File: src/rtl/output_vc_credit_ctrl.sv
// output_vc_credit_ctrl
//   Output-port flow controller for a NoC router. Tracks one credit counter
//   per virtual channel, mirroring the free slots of the neighbour's input
//   buffer. Each cycle it round-robin arbitrates among eligible VCs, pops one
//   flit from the winning local VC buffer and puts it on the link tagged with
//   its VC. With WORMHOLE_LOCK=1 the link stays on one VC from head to tail.
//
// Ports
//   clk        in   system clock, rising edge
//   rst_n      in   asynchronous active-low reset
//   empty      in   per-VC local buffer empty flag
//   tail       in   per-VC: flit at head of local buffer is a tail flit
//   credit_in  in   per-VC credit return pulse (one freed neighbour slot)
//   val        out  flit valid on link this cycle
//   vc_id      out  VC index of the flit on the link
//   read       out  one-hot pop strobe to local VC buffers
//   credit_err out  sticky: credit returned on a VC already at BUF_DEPTH
//
// Lock FSM
//   state     | meaning
//   ST_OPEN   | free round-robin arbitration among eligible VCs
//   ST_LOCKED | packet in flight on lock_vc_q; only that VC may be granted
module output_vc_credit_ctrl #(
    parameter int NUM_VC        = 4,
    parameter int BUF_DEPTH     = 4,
    parameter int WORMHOLE_LOCK = 1,
    localparam int CW           = $clog2(BUF_DEPTH + 1),
    localparam int VW           = $clog2(NUM_VC)
) (
    input  logic              clk,
    input  logic              rst_n,
    input  logic [NUM_VC-1:0] empty,
    input  logic [NUM_VC-1:0] tail,
    input  logic [NUM_VC-1:0] credit_in,
    output logic              val,
    output logic [VW-1:0]     vc_id,
    output logic [NUM_VC-1:0] read,
    output logic              credit_err
);

    typedef enum logic {
        ST_OPEN   = 1'b0,
        ST_LOCKED = 1'b1
    } lock_state_t;

    lock_state_t       state_q, state_d;
    logic [VW-1:0]     lock_vc_q, lock_vc_d;
    logic [VW-1:0]     rr_ptr_q, rr_ptr_d;
    logic [CW-1:0]     credit_q [NUM_VC];
    logic [CW-1:0]     credit_d [NUM_VC];
    logic              credit_err_q, credit_err_d;

    logic [NUM_VC-1:0] elig;
    logic [NUM_VC-1:0] grant;
    logic [VW-1:0]     win_idx;

    always_comb begin
        for (int v = 0; v < NUM_VC; v++) begin
            elig[v] = !empty[v] && (credit_q[v] != '0);
        end
    end

    // Arbiter. Outputs are forced idle while reset is asserted, since the
    // inputs may already look eligible against the reset credit values.
    always_comb begin
        logic          found;
        logic [VW-1:0] idx;
        grant   = '0;
        win_idx = '0;
        found   = 1'b0;
        idx     = '0;
        if (state_q == ST_LOCKED) begin
            if (elig[lock_vc_q]) begin
                grant[lock_vc_q] = 1'b1;
                win_idx          = lock_vc_q;
            end
        end else begin
            for (int i = 0; i < NUM_VC; i++) begin
                idx = VW'((int'(rr_ptr_q) + i) % NUM_VC);
                if (!found && elig[idx]) begin
                    found      = 1'b1;
                    grant[idx] = 1'b1;
                    win_idx    = idx;
                end
            end
        end
        if (!rst_n) begin
            grant   = '0;
            win_idx = '0;
        end
    end

    assign val        = |grant;
    assign read       = grant;
    assign vc_id      = win_idx;
    assign credit_err = credit_err_q;

    always_comb begin
        rr_ptr_d = rr_ptr_q;
        if (val) begin
            rr_ptr_d = (win_idx == VW'(NUM_VC - 1)) ? '0 : win_idx + VW'(1);
        end
    end

    // Single-flit packets (head and tail together) never enter ST_LOCKED.
    always_comb begin
        state_d   = state_q;
        lock_vc_d = lock_vc_q;
        case (state_q)
            ST_OPEN: begin
                if ((WORMHOLE_LOCK != 0) && val && !tail[win_idx]) begin
                    state_d   = ST_LOCKED;
                    lock_vc_d = win_idx;
                end
            end
            ST_LOCKED: begin
                if (val && tail[lock_vc_q]) begin
                    state_d = ST_OPEN;
                end
            end
            default: state_d = ST_OPEN;
        endcase
    end

    // A return on a full counter with no send is an upstream protocol error:
    // hold at BUF_DEPTH and flag it. A return with a send nets to zero.
    always_comb begin
        credit_err_d = credit_err_q;
        for (int v = 0; v < NUM_VC; v++) begin
            credit_d[v] = credit_q[v];
            if (read[v] && !credit_in[v]) begin
                credit_d[v] = credit_q[v] - CW'(1);
            end else if (credit_in[v] && !read[v]) begin
                if (credit_q[v] == CW'(BUF_DEPTH)) begin
                    credit_err_d = 1'b1;
                end else begin
                    credit_d[v] = credit_q[v] + CW'(1);
                end
            end
        end
    end

    always_ff @(posedge clk or negedge rst_n) begin
        if (!rst_n) begin
            state_q      <= ST_OPEN;
            lock_vc_q    <= '0;
            rr_ptr_q     <= '0;
            credit_err_q <= 1'b0;
            for (int v = 0; v < NUM_VC; v++) begin
                credit_q[v] <= CW'(BUF_DEPTH);
            end
        end else begin
            state_q      <= state_d;
            lock_vc_q    <= lock_vc_d;
            rr_ptr_q     <= rr_ptr_d;
            credit_err_q <= credit_err_d;
            for (int v = 0; v < NUM_VC; v++) begin
                credit_q[v] <= credit_d[v];
            end
        end
    end

endmodule

File: config.mk
export PLATFORM = sky130hd
export DESIGN_NAME = output_vc_credit_ctrl
export DESIGN_NICKNAME = d
export VERILOG_FILES = /design/src/rtl/output_vc_credit_ctrl.sv
export SDC_FILE = /design/constraint.sdc
export NUM_CORES = 1
export LEC_CHECK = 0
export ABC_AREA = 1
export BUFFER_PORTS_ARGS = -buffer_cell sky130_fd_sc_hd__buf_2
export CAP_MARGIN = 20
export CORE_AREA = 2 2 50 76
export CTS_CLUSTER_SIZE = 30
export DETAILED_ROUTE_END_ITERATION = 12
export DIE_AREA = 0 0 52 78
export GPL_ROUTABILITY_DRIVEN = 1
export PLACE_DENSITY = 0.77
export SYNTH_ARGS = -nofsm -noshare
export SYNTH_HDL_FRONTEND = slang
export SYNTH_SLANG_ARGS = --single-unit
File: constraint.sdc
create_clock -name clk -period 4 [get_ports clk]
set_input_delay 0.8 -clock clk [delete_from_list [all_inputs] [get_ports clk]]
set_output_delay 0.8 -clock clk [all_outputs]
set_load 0.02 [all_outputs]
==> metrics <==
crit path DAT=2640 ps; Die X-Extent=52 um; post-DR wirelength/cell=12.2 um; CP startpoint kind=flip-flop; CP required=3200 ps; P_leak=1.12 nW; final period utilization=86.0%; CP max FO=10; Final ANT Viol Nets=0; Top Ports=22; Main synth FF type=dfrtp_1; RSZ-0062 raised after global routing=false; design area=0.00212 mm^2; peak supply drop=663 uV; Slowest-stage cell, CP=dfrtp_1; H-tree depth=1; Max-Cap Viols=0; PwrDens=888 mW/mm^2; gr usage total=23.3%; # clock sinks=18; TritonCTS Buffers=3; EDFF count, synth=0; Worst Path Buf+Inv=5; number of cell rows=26; critical path type=flip-flop to primary output; die height=78 um; hold_ws=497 ps; total congestion overflow=0; largest net degree at the start of global routing=19; worst hold path type=input pin to async pin; global-route wire length before repair=7330 um; Worst-Margin Slew=430 ps; highest routed layer=met4; Post-CTS Resized=0; Cell Chain, Critical Path=inv_4, ha_1, inv_1, nand3_1, nand2_2, nand2_4, inv_2, nand3_1, nand3_1, nand2_2, nand2_2, nor2_4, inv_1, buf_2; routed wl met2=2080 um; vias per cell=5.36; Area after DPL=0.00207 mm^2; clk buf depth=2; P&R area growth vs syn=11.0%; final WL=4070 um; part of the Yosys area used for sequential elements=23.8%; DR DRC count=0; Max transition margin=71.4%; status=completed; clk slew on worst S/H paths=70 ps; mapped cell area=0.00191 mm^2; Core Region=0.00335 mm^2; Yosys warnings=0; worst stage delay on the critical path=610 ps; top area cells in the synthesized netlist=dfrtp_1 18%, ha_1 9.8%, nand3_1 9.7%, nand2_1 9.2%, inv_1 8.6%; Post-Syn Nets=301; Pins Over Slew Limit=0; Hold-fix buffers, CTS=0; Crit path max-delay family=simple AND/OR/NAND/NOR gates; Met1 Wirelength=1760 um; Final Setup Violations=0; synth unique cells=32; final hold vios=0; DP HPWL=3380 um; routability cong.=0.912; IO buf count=21; layout cells sized above 1=25.3%; DR vias=1790; layout net count=326; syn_area_per_cell=7.13 um^2; number of synthesized register bits=18; Post-synth top cells=47 x nand2_1, 44 x inv_1, 37 x nand3_1; Initial Util=57.1%; Async SR Flop Fraction=100%; count leader, synth=nand2_1; post-synthesis cell count=268; Critical Path Sink Type=primary output; TNS Setup=0 ps; number of detailed-route iterations in the first pass=4; vias in the first global route=1730; die area=0.00406 mm^2; Skew-Pair Late Insertion Delay=260 ps; met3 wire length=106 um; filler cell count=324; Peak Freq=291 MHz; n_diodes=0; Synth top area share=18.3%; largest area contributor in the netlist=dfrtp_1; # Post-CTS Setup Buffers=0; Clock Skew=1.46 ps; total power=0.00188 W; number of antenna violations at the first check in global routing=0; Clock Tree Root=clkbuf_8; DR iter-0 viols=32; post-route minimum period=3440 ps; TritonCTS clock tree=done
==> per-layer routing <==
metal	up-vias	GRT usage [%]
li1	901	-
met1	849	27.8
met2	29	40.8
met3	11	2.31
met4	0	10.0
met5	-	0
==> through the flow <==
stage,std cells,setup WS (ps),utilization [%]
final,334,559,63.3
after floorplan,268,958,-
after global routing,334,360,63.3
after CTS,334,556,63.3
after global placement,330,783,61.7
after detailed placement,330,771,61.7
==> registers in the layout, summed over array words and instances, names as in the netlist <==
register	count
rr_ptr_q	2
state_q	1
credit_err	1
lock_vc_q	2
credit_q	12
==> worst register-to-register path: cells and delay by family (launching register included) <==
kind / cells / cell delay [ps]
xor+xnor: 1 / 160
flops: 1 / 610
simple gates: 9 / 1070
fa+ha+maj: 3 / 910
buf+inv: 4 / 430
==> power breakdown <==
group	leakage [nW]	switching [W]	internal (W)
logic	0.889	0.000861	0.000462
clock network	0.0288	0.0000661	0.0000877
registers	0.204	0.000115	0.000293
==> kinds of logic after synthesis <==
logic type               after synthesis  share of synthesized area, %
flip-flops                            18                          23.8
AO/OA/AOI/OAI                         27                          7.98
buffers and inverters                 50                          10.3
adder cells (fa/ha/maj)               19                          14.0
XOR/XNOR                               9                          4.12
AND/OR/NAND/NOR                      145                          39.8
==> area by class of cell <==
class | count | area, um^2 | area share, %
well taps | 42 | 52.6 | 2.48
repair buffers | 23 | 120 | 5.66
clock buffers | 4 | 55.1 | 2.59
inverters | 47 | 179 | 8.43
flip-flops and latches | 18 | 455 | 21.5
multi-input cells | 200 | 1260 | 59.4
==> final timing paths <==
| path | from | to | slack (ps) | cells past startpoint |
|---|---|---|---|---|
| max | rr_ptr_q[0] | val | 560 | 14 |
| min | rst_n | credit_q[3] | 500 | 2 |
| max reg2reg | rr_ptr_q[0] | credit_q[11] | 730 | 17 |
| min reg2reg | credit_q[9] | credit_q[9] | 510 | 1 |
| max in group asynchronous | rst_n | credit_q[2] | 3240 | 2 |
| min in group clk | credit_q[9] | credit_q[9] | 510 | 1 |
==> placed cells by master (no fill, tap or decap) <==
cell | Yosys | layout
nor2_4 | 3 | 3
nand2_2 | 19 | 19
dfstp_2 | 4 | 4
inv_1 | 44 | 44
a21oi_1 | 12 | 12
xnor2_1 | 1 | 1
nor2_1 | 16 | 16
buf_4 | 1 | 2
clkbuf_8 | 0 | 4
o21ai_1 | 2 | 2
fa_1 | 4 | 4
inv_2 | 2 | 2
nand3_2 | 6 | 6
nand2_4 | 2 | 2
a21oi_2 | 1 | 1
or2_2 | 4 | 4
xor2_1 | 8 | 8
nor2_2 | 4 | 4
nor3_1 | 2 | 2
a221oi_1 | 1 | 1
nand4_1 | 3 | 3
ha_1 | 15 | 15
buf_2 | 1 | 21
nand3b_1 | 1 | 1
nand3_4 | 1 | 1
dfrtp_1 | 14 | 14
a41o_1 | 1 | 1
nand3_1 | 37 | 37
a31oi_1 | 4 | 4
o21ai_0 | 6 | 6
nand2_1 | 47 | 47
inv_4 | 1 | 1
Note: power is estimated with default switching activity, not from simulation.
